`src/rtl/iter_mult_responder_if.sv`:
```
// Valid/ready stream bundle shared by the multiplier request and response sides.
// The sink modport drives only rdy; the source drives everything else.
interface if_axi_stream #(
  parameter int DAT_BITS = 8,
  parameter int CTL_BITS = 8,
  parameter int MOD_BITS = 8
);
  logic                val;
  logic                rdy;
  logic                sop;
  logic                eop;
  logic                err;
  logic [DAT_BITS-1:0] dat;
  logic [CTL_BITS-1:0] ctl;
  logic [MOD_BITS-1:0] mod;

  modport source (output val, sop, eop, err, dat, ctl, mod, input rdy);
  modport sink   (input val, sop, eop, err, dat, ctl, mod, output rdy);
endinterface

```
`src/rtl/iter_mult_responder.sv`:
```
// Digit-serial unsigned multiplier: one MUL_BITS digit of b per cycle, accumulated into a
// 2*DAT_BITS sum and returned as a single-beat response with ctl echoed.
module iter_mult_responder #(
  parameter int DAT_BITS = 381,
  parameter int MUL_BITS = 64,
  parameter int CTL_BITS = 8
) (
  input logic          i_clk,
  input logic          i_rst,
  if_axi_stream.sink   i_mul_if,
  if_axi_stream.source o_mul_if
);
  localparam int NUM_DIG  = (DAT_BITS + MUL_BITS - 1) / MUL_BITS;
  localparam int PAD_BITS = NUM_DIG * MUL_BITS;
  localparam int ACC_BITS = 2 * DAT_BITS;
  localparam int PP_BITS  = DAT_BITS + MUL_BITS;
  localparam int CNT_BITS = (NUM_DIG > 1) ? $clog2(NUM_DIG) : 1;
  localparam logic [CNT_BITS-1:0] LAST_DIG = CNT_BITS'(NUM_DIG - 1);

  typedef enum logic [1:0] {StIdle, StMul, StOut} state_e;

  state_e              r_state;
  logic [DAT_BITS-1:0] r_a;
  logic [PAD_BITS-1:0] r_b;
  logic [CTL_BITS-1:0] r_ctl;
  logic [ACC_BITS-1:0] r_acc;
  logic [CNT_BITS-1:0] r_cnt;
  logic [ACC_BITS-1:0] r_out_dat;
  logic [CTL_BITS-1:0] r_out_ctl;
  logic                r_out_val;
  logic                r_out_sop;

  logic [MUL_BITS-1:0] w_dig;
  logic [PP_BITS-1:0]  w_pp;
  logic [ACC_BITS-1:0] w_pp_sh;
  logic [ACC_BITS-1:0] w_sum;
  logic                w_unused_sink;

  assign w_dig   = r_b[r_cnt * MUL_BITS +: MUL_BITS];
  assign w_pp    = PP_BITS'(r_a) * PP_BITS'(w_dig);
  // PP_BITS <= ACC_BITS because MUL_BITS <= DAT_BITS; shifted-out bits are always zero.
  assign w_pp_sh = ACC_BITS'(w_pp) << (r_cnt * MUL_BITS);
  assign w_sum   = r_acc + w_pp_sh;

  assign w_unused_sink = ^{i_mul_if.sop, i_mul_if.eop, i_mul_if.err, i_mul_if.mod};

  assign i_mul_if.rdy = (r_state == StIdle) && !i_rst;

  assign o_mul_if.val = r_out_val;
  assign o_mul_if.sop = r_out_sop;
  assign o_mul_if.eop = r_out_sop;
  assign o_mul_if.err = 1'b0;
  assign o_mul_if.mod = '0;
  assign o_mul_if.dat = r_out_dat;
  assign o_mul_if.ctl = r_out_ctl;

  always_ff @(posedge i_clk or posedge i_rst) begin
    if (i_rst) begin
      r_state   <= StIdle;
      r_a       <= '0;
      r_b       <= '0;
      r_ctl     <= '0;
      r_acc     <= '0;
      r_cnt     <= '0;
      r_out_dat <= '0;
      r_out_ctl <= '0;
      r_out_val <= 1'b0;
      r_out_sop <= 1'b0;
    end else begin
      unique case (r_state)
        StIdle: begin
          if (i_mul_if.val) begin
            r_a     <= i_mul_if.dat[0 +: DAT_BITS];
            r_b     <= PAD_BITS'(i_mul_if.dat[DAT_BITS +: DAT_BITS]);
            r_ctl   <= i_mul_if.ctl;
            r_acc   <= '0;
            r_cnt   <= '0;
            r_state <= StMul;
          end
        end
        StMul: begin
          r_acc <= w_sum;
          r_cnt <= r_cnt + 1'b1;
          if (r_cnt == LAST_DIG) begin
            r_out_dat <= w_sum;
            r_out_ctl <= r_ctl;
            r_out_val <= 1'b1;
            r_out_sop <= 1'b1;
            r_state   <= StOut;
          end
        end
        StOut: begin
          if (o_mul_if.rdy) begin
            r_out_val <= 1'b0;
            r_out_sop <= 1'b0;
            r_state   <= StIdle;
          end
        end
        default: r_state <= StIdle;
      endcase
    end
  end
endmodule

```
`src/flat_wrapper.sv`:
```
// flat-port wrapper written by rule: the top's interface ports become plain ports
module iter_mult_responder_flat 
#(
  parameter int DAT_BITS = 381,
  parameter int MUL_BITS = 64,
  parameter int CTL_BITS = 8
)
  (i_clk, i_rst, i_mul_if_val, i_mul_if_sop, i_mul_if_eop, i_mul_if_err, i_mul_if_dat, i_mul_if_ctl, i_mul_if_mod, i_mul_if_rdy, o_mul_if_val, o_mul_if_sop, o_mul_if_eop, o_mul_if_err, o_mul_if_dat, o_mul_if_ctl, o_mul_if_mod, o_mul_if_rdy);
  if_axi_stream #(.DAT_BITS(DAT_BITS), .CTL_BITS(CTL_BITS)) i_mul_if_i ();
  if_axi_stream #(.DAT_BITS(DAT_BITS), .CTL_BITS(CTL_BITS)) o_mul_if_i ();
  input logic i_clk;
  input logic i_rst;
  input wire logic [$bits(i_mul_if_i.val)-1:0] i_mul_if_val;
  input wire logic [$bits(i_mul_if_i.sop)-1:0] i_mul_if_sop;
  input wire logic [$bits(i_mul_if_i.eop)-1:0] i_mul_if_eop;
  input wire logic [$bits(i_mul_if_i.err)-1:0] i_mul_if_err;
  input wire logic [$bits(i_mul_if_i.dat)-1:0] i_mul_if_dat;
  input wire logic [$bits(i_mul_if_i.ctl)-1:0] i_mul_if_ctl;
  input wire logic [$bits(i_mul_if_i.mod)-1:0] i_mul_if_mod;
  output wire logic [$bits(i_mul_if_i.rdy)-1:0] i_mul_if_rdy;
  output wire logic [$bits(o_mul_if_i.val)-1:0] o_mul_if_val;
  output wire logic [$bits(o_mul_if_i.sop)-1:0] o_mul_if_sop;
  output wire logic [$bits(o_mul_if_i.eop)-1:0] o_mul_if_eop;
  output wire logic [$bits(o_mul_if_i.err)-1:0] o_mul_if_err;
  output wire logic [$bits(o_mul_if_i.dat)-1:0] o_mul_if_dat;
  output wire logic [$bits(o_mul_if_i.ctl)-1:0] o_mul_if_ctl;
  output wire logic [$bits(o_mul_if_i.mod)-1:0] o_mul_if_mod;
  input wire logic [$bits(o_mul_if_i.rdy)-1:0] o_mul_if_rdy;
  assign i_mul_if_i.val = i_mul_if_val;
  assign i_mul_if_i.sop = i_mul_if_sop;
  assign i_mul_if_i.eop = i_mul_if_eop;
  assign i_mul_if_i.err = i_mul_if_err;
  assign i_mul_if_i.dat = i_mul_if_dat;
  assign i_mul_if_i.ctl = i_mul_if_ctl;
  assign i_mul_if_i.mod = i_mul_if_mod;
  assign i_mul_if_rdy = i_mul_if_i.rdy;
  assign o_mul_if_val = o_mul_if_i.val;
  assign o_mul_if_sop = o_mul_if_i.sop;
  assign o_mul_if_eop = o_mul_if_i.eop;
  assign o_mul_if_err = o_mul_if_i.err;
  assign o_mul_if_dat = o_mul_if_i.dat;
  assign o_mul_if_ctl = o_mul_if_i.ctl;
  assign o_mul_if_mod = o_mul_if_i.mod;
  assign o_mul_if_i.rdy = o_mul_if_rdy;
  iter_mult_responder #(.DAT_BITS(DAT_BITS), .MUL_BITS(MUL_BITS), .CTL_BITS(CTL_BITS)) u_core (.i_clk(i_clk), .i_rst(i_rst), .i_mul_if(i_mul_if_i), .o_mul_if(o_mul_if_i));
endmodule
```
`config.mk`:
```
export PLATFORM = sky130hd
export DESIGN_NAME = iter_mult_responder_flat
export DESIGN_NICKNAME = d
export VERILOG_FILES = /design/src/rtl/iter_mult_responder_if.sv /design/src/rtl/iter_mult_responder.sv /design/src/flat_wrapper.sv
export SDC_FILE = /design/constraint.sdc
export NUM_CORES = 1
export LEC_CHECK = 0
export ABC_AREA = 1
export CAP_MARGIN = 20
export CORE_AREA = 2 2 316 318
export CTS_CLUSTER_DIAMETER = 30
export CTS_CLUSTER_SIZE = 14
export DETAILED_ROUTE_END_ITERATION = 10
export DIE_AREA = 0 0 318 320
export RECOVER_POWER = 50
export SETUP_SLACK_MARGIN = 0.5
export SYNTH_ARGS = -nofsm -noshare
export SYNTH_HDL_FRONTEND = slang
export SYNTH_SLANG_ARGS = --single-unit
```
`constraint.sdc`:
```
create_clock -name i_clk -period 25 [get_ports i_clk]
set_input_delay 5 -clock i_clk [delete_from_list [all_inputs] [get_ports i_clk]]
set_output_delay 5 -clock i_clk [all_outputs]
set_load 0.01 [all_outputs]
```
== Word-level counts from Yosys, hierarchy flattened ==
Index checks and enable logic that the tools add are counted.

* Flip-flop bits (word level): 1546
* Input port bits: 404
* Output and inout bits: 402
* Word-level logic and storage cells: 40

* Add/sub/neg operators: 2
* $mul: 1
* Equal/unequal tests: 6
* Shifts and indexed selects: 2
* Multiplexer cells: 11
* Reduce and logical (&&, ||, !) cells: 10

{| class="wikitable"
|+ Operators by type and width
! kind !! count
|-
| one-hot mux 762 bit (2 select lines) || 1
|-
| adder 762 bit || 1
|-
| two-way mux 762 bit || 1
|-
| << shifter 445 x 9 -> 762 bit || 1
|-
| multiplier 381 x 64 -> 445 bit || 1
|-
| variable part select 384 x 10 -> 64 bit, first input constant || 1
|-
| two-way mux 2 bit || 3
|-
| one-hot mux 2 bit (3 select lines) || 1
|-
| one-hot mux 3 bit (2 select lines) || 1
|-
| AND reduction 2 bit || 3
|-
| AND reduction 3 bit || 2
|-
| inequality test 2 bit, second input constant || 2
|-
| nonzero test 2 bit || 2
|-
| adder 3 x 1 -> 3 bit, second input constant || 1
|-
| equality test 3 bit, second input constant || 1
|-
| two-way mux 3 bit || 1
|-
| equality test 2 x 1 -> 1 bit, second input constant || 1
|-
| equality test 2 bit, second input constant || 1
|-
| zero test 2 bit || 1
|-
| two-way mux 1 bit || 2
|-
| inequality test 2 x 1 -> 1 bit, second input constant || 1
|-
| one-hot mux 1 bit (2 select lines) || 1
|-
| logical AND 1 bit || 1
|-
| zero test 1 bit || 1
|}

== Logic depth before layout (Yosys ltp) ==
* Word-level depth: 5
* Gate-level depth with buffers: 9
* Depth with buffers taken out: 7

== Least setup slack after synthesis ==
OpenSTA, ideal clock, no wires.

* Path type: input-to-output
* Start: input i_rst
* End: output i_mul_if_rdy
* Data arrival time: 5.259 ns
* Data required time: 20.000 ns
* Path slack: 14.741 ns
* Cell stages on the path: 1
* Buffers on the path: 0
* Cells stage by stage: nor3_1

* Cells in the longest elaborated chain, start to end: 2

{| class="wikitable"
|+ RTL lines
! item !! line !! source
|-
| start: declaration || flat_wrapper.sv:12 || <nowiki>input logic i_rst;</nowiki>
|-
| zero test 1 bit || iter_mult_responder.sv:47 || <nowiki>assign i_mul_if.rdy = (r_state == StIdle) && !i_rst;</nowiki>
|-
| logical AND 1 bit || iter_mult_responder.sv:47 ||
|-
| end: declaration || flat_wrapper.sv:20 || <nowiki>output wire logic [$bits(i_mul_if_i.rdy)-1:0] i_mul_if_rdy;</nowiki>
|}

Every way passes these cells.

==> tab_implementation.tex <==
\begin{tabular}{lr}
\hline
Metric & Value \\
\hline
\multicolumn{2}{l}{\textbf{Worst setup path}} \\
Worst reg2reg endpoint & u\_core.r\_out\_dat[147] \\
Family with the most delay on the worst path & buffers and inverters \\
Worst flop-to-flop path startpoint & u\_core.r\_cnt[0] \\
Crit path launch type & input port \\
Top cell by count, worst path & sky130\_fd\_sc\_hd\_\_buf\_4 \\
Highest fanout seen on the critical path & $\sim$160 \\
Delay of the slowest critical-path stage & 5970 ps \\
Register-to-Register Path Depth & 8 \\
Count of buffer and inverter cells on the critical path & 8 \\
Endpoint kind of the worst setup timing path & async pin \\
Cell type of the slowest stage on the worst timing path & sky130\_fd\_sc\_hd\_\_clkbuf\_1 \\
CP endpoint & u\_core.r\_out\_dat[288] \\
Arrival time at the worst endpoint & roughly 16,000 ps \\
Cell-by-cell trace of the critical path & dlygate4sd3\_1 > clkinvlp\_2 > clkbuf\_1 > buf\_4 > buf\_4 > buf\_16 > buf\_4 > buf\_4 \\
Total number of cells along the worst setup path & 8 \\
Crit Path Class & in -> async \\
Worst EP required & around 26,000 ps \\
FF-to-FF setup slack & 11,870 ps \\
Worst setup path startpoint & i\_rst \\
\multicolumn{2}{l}{\textbf{Synthesis}} \\
Seq/Total Area, Yosys & 68.5\% \\
Mapped Area & 0.0286 mm² \\
Ranking of synthesized cells by instance count & sky130\_fd\_sc\_hd\_\_nand2\_1 (811), sky130\_fd\_sc\_hd\_\_dfrtp\_1 (784), sky130\_fd\_sc\_hd\_\_nand3\_1 (399) \\
Async set or reset register ratio after synthesis & 100\% \\
Synth top area share & 68.5\% \\
Flop and latch count out of synthesis & 784 \\
Average cell area after synthesis & 9.68 µm² \\
Synth area leaders & sky130\_fd\_sc\_hd\_\_dfrtp\_1 (69\%), sky130\_fd\_sc\_hd\_\_nand2\_1 (11\%), sky130\_fd\_sc\_hd\_\_nand3\_1 (7.0\%) \\
Cell count after synthesis & 2,957 \\
Yosys synthesis warning count & 0 \\
Library cell with the highest instance count after synthesis & sky130\_fd\_sc\_hd\_\_nand2\_1 \\
Most used flip-flop cell after synthesis & sky130\_fd\_sc\_hd\_\_dfrtp\_1 \\
Number of distinct library cell variants in the gate-level netlist after synthesis & 19 \\
Post-synthesis cell type with the largest combined area & sky130\_fd\_sc\_hd\_\_dfrtp\_1 \\
Number of flops mapped to enable cells by yosys & 0 \\
\multicolumn{2}{l}{\textbf{Pwr}} \\
Clock network fraction of design power & 46.0\% \\
Combinational group share of total power & 22.0\% \\
Leakage power of the design & 20.0 nW \\
Sw power & around 1.6 mW \\
Switching Fraction & 30.3\% \\
Internal & 3.58 mW \\
VDD IR-drop max & 0.0000992 V \\
Fraction of power consumed by sequential logic & between 30\% and 40\% \\
PD cells & 129 mW/mm² \\
\multicolumn{2}{l}{\textbf{Job}} \\
Max-capacitance violation count & 7 \\
\multicolumn{2}{l}{\textbf{Global route}} \\
Largest net degree at the start of global routing & 189 \\
Vias in the first global route & 20,400 \\
Antenna violations before repair & 0 \\
Residual overflow from global routing & 0 \\
First-pass GRT wire length & 113 mm \\
Combined global-route utilization of all metal layers & a little over an eighth \\
\multicolumn{2}{l}{\textbf{Place}} \\
Placed cells & 4,495 \\
Port Buf Inserts & 404 \\
Placed inst area & 0.0336 mm² \\
Placer congestion estimate & 0.732 \\
Detail Placement HPWL & 38.1 mm \\
\multicolumn{2}{l}{\textbf{Cells and area}} \\
Final instance area & 0.0397 mm² \\
Cell Count, Final, Fillers Out & 4,802 \\
Share of post-route cells with drive strength above 1 & a little under a tenth \\
Nets@finish & 3,782 \\
\# diodes & 0 \\
Synthesis-to-layout area growth & 38.8\% \\
\multicolumn{2}{l}{\textbf{Drt}} \\
Total DRC errors in the routed layout & 0 \\
Wire length reported by the detailed router & 69.4 mm \\
Violation count after the first detailed-route iteration & 1,321 \\
Post-DRT Antenna Nets & 0 \\
First-pass iteration count of the detailed router & 5 \\
Detail-routed net length per standard cell & 14.5 µm \\
Vias after detailed routing & 20,200 \\
Vias per inst & approximately 4.2 \\
\multicolumn{2}{l}{\textbf{Clock network}} \\
TritonCTS buffer count & 164 \\
TritonCTS clock tree & yes \\
Root buffer selected by CTS & sky130\_fd\_sc\_hd\_\_clkbuf\_16 \\
Max H-tree Level & 4 \\
Clk\_lat worst skew & 740 ps \\
Max Buffers Root-to-Sink & 3 \\
Hold buffer count at CTS & 0 \\
Setup fix buffers added after clock tree synthesis & 0 \\
Number of gates resized after CTS & 0 \\
Clk pin slew, worst setup/hold paths & around 50 ps \\
Number of clock sinks & roughly 780 \\
\multicolumn{2}{l}{\textbf{Floorplanning}} \\
Initial cell density of the core & between 20\% and 30\% \\
IO Count & 806 \\
Total core area & slightly below 0.1 mm² \\
Overall die height & 320 µm \\
Cell row count & approximately 120 \\
Die outline width & between 300 and 400 µm \\
Die Area & 0.102 mm² \\
\multicolumn{2}{l}{\textbf{Timing}} \\
Worst slew margin relative to its limit & -552\% \\
Final setup skew & 42.6 ps \\
Number of pins with negative max-slew slack in the final report & roughly 800 \\
F\_max & 0.0634 GHz \\
Final hold violation count & 0 \\
Unrepaired setup endpoints after global routing & false \\
Pin slew with the least headroom to its limit & 9780 ps \\
Min cycle time layout & 15,760 ps \\
Post-route setup TNS & 0 ps \\
Final setup violating endpoints & 0 \\
Final clock period utilization by the worst path & 63.0\% \\
\multicolumn{2}{l}{\textbf{Hold path}} \\
Worst hold-check path type & reg -> reg \\
\multicolumn{2}{l}{\textbf{Run status}} \\
Status & complete, but fails checks \\
Failing checks & max-capacitance violations, max-slew violations \\
\hline
\end{tabular}
[kinds of logic (layout without fill, tap and decap cells)]
group / Yosys count / in the layout / synth area share, %
AO/OA/AOI/OAI: 2 / 2 / 0.0437
flip-flops: 784 / 784 / 68.5
buffers and inverters: 573 / 1123 / 8.59
adder cells (fa/ha/maj): 2 / 2 / 0.0874
AND/OR/NAND/NOR: 1595 / 1595 / 22.7
other: 1 / 9 / 0.0131
[power groups by stage]
| stage | combinational, mW | clock, mW | sequential (mW) |
|---|---|---|---|
| floorplan | 0.442 | 0 | 1.74 |
| global placement | 1.16 | 0 | 1.66 |
| detailed placement | 1.16 | 0 | 1.66 |
| CTS | 1.17 | 2.41 | 1.65 |
| global route | 1.23 | 2.47 | 1.67 |
| finish | 1.13 | 2.36 | 1.65 |
[routing by layer]
layer,up-vias,part of all wire [%],global-route usage (%)
met5,-,0,0
met4,0,2.8,5.98
met3,135,11,6.90
met2,558,41,18.8
met1,9696,45,18.2
li1,9775,-,-
[cell usage in the layout (no fill, tap or decap)]
cell | Yosys | routed
sky130_fd_sc_hd__clkinv_4 | 0 | 11
sky130_fd_sc_hd__clkbuf_16 | 0 | 167
sky130_fd_sc_hd__buf_4 | 12 | 15
sky130_fd_sc_hd__clkbuf_8 | 0 | 27
sky130_fd_sc_hd__clkinv_8 | 0 | 2
sky130_fd_sc_hd__clkinvlp_2 | 0 | 3
sky130_fd_sc_hd__nand2_1 | 811 | 812
sky130_fd_sc_hd__nor2_1 | 381 | 381
sky130_fd_sc_hd__dfrtp_1 | 784 | 784
sky130_fd_sc_hd__clkbuf_1 | 9 | 18
sky130_fd_sc_hd__ha_1 | 2 | 2
sky130_fd_sc_hd__o21bai_1 | 1 | 1
sky130_fd_sc_hd__clkinvlp_4 | 0 | 13
sky130_fd_sc_hd__clkinv_16 | 0 | 8
sky130_fd_sc_hd__clkdlybuf4s50_1 | 0 | 299
sky130_fd_sc_hd__buf_16 | 0 | 2
sky130_fd_sc_hd__dlygate4sd3_1 | 0 | 105
sky130_fd_sc_hd__inv_6 | 0 | 6
sky130_fd_sc_hd__inv_2 | 2 | 1
sky130_fd_sc_hd__conb_1 | 1 | 9
sky130_fd_sc_hd__inv_1 | 388 | 386
sky130_fd_sc_hd__nor3_1 | 1 | 1
sky130_fd_sc_hd__bufinv_16 | 0 | 30
sky130_fd_sc_hd__nor2_4 | 1 | 2
sky130_fd_sc_hd__nand3_1 | 399 | 399
sky130_fd_sc_hd__clkinv_2 | 0 | 26
sky130_fd_sc_hd__inv_16 | 0 | 2
sky130_fd_sc_hd__buf_12 | 0 | 2
sky130_fd_sc_hd__o21ai_0 | 1 | 1
[how the worst min path moves through the flow]
stage                                from                     to  slack (ps)  cells past startpoint
floorplan                 u_core.r_ctl[0]        u_core.r_ctl[0]         440                      2
global placement    u_core.r_out_dat[354]  u_core.r_out_dat[354]         450                      2
detailed placement   u_core.r_out_dat[87]   u_core.r_out_dat[87]         460                      2
CTS                 u_core.r_out_dat[304]  u_core.r_out_dat[304]         470                      2
global route        u_core.r_out_dat[321]  u_core.r_out_dat[321]         480                      2
finish               u_core.r_out_dat[57]   u_core.r_out_dat[57]         460                      2
[registers in the layout (all words and copies together), names as in the netlist]
| register | flops |
|---|---|
| u_core.r_cnt | 3 |
| u_core.o_mul_if.ctl | 8 |
| u_core.r_state | 2 |
| u_core.r_acc | 381 |
| u_core.r_ctl | 8 |
| u_core.o_mul_if.val | 1 |
| u_core.r_out_dat | 381 |
[final cells by class]
class	count	area [µm²]
clock buffer	207	4600
timing repair buffer	428	4270
fill	9512	58300
clock inverter	98	1590
multi-input combinational	1608	6570
inverter	390	1470
sequential	784	19600
tap	1287	1610
[worst register-to-register path, stage by stage (launching register included)]
cell	delay (ps)
sky130_fd_sc_hd__dfrtp_1	410
sky130_fd_sc_hd__ha_1	210
sky130_fd_sc_hd__nand2_1	100
sky130_fd_sc_hd__clkinvlp_2	3920
sky130_fd_sc_hd__nand2_1	4300
sky130_fd_sc_hd__clkbuf_1	3010
sky130_fd_sc_hd__buf_12	480
sky130_fd_sc_hd__nand2_1	550
sky130_fd_sc_hd__nand2_1	100
[metrics by stage]
stage	util, %	total power [mW]	hold WS (ps)	worst slack [ps]
finish	40.5	5.14	457	9240
global route	40.5	5.38	479	6930
CTS	40.6	5.22	469	13710
detailed placement	34.2	2.82	457	13720
global placement	34.2	2.81	452	13730
floorplan	-	2.18	443	9240
Power figures use the tool's default switching activity.
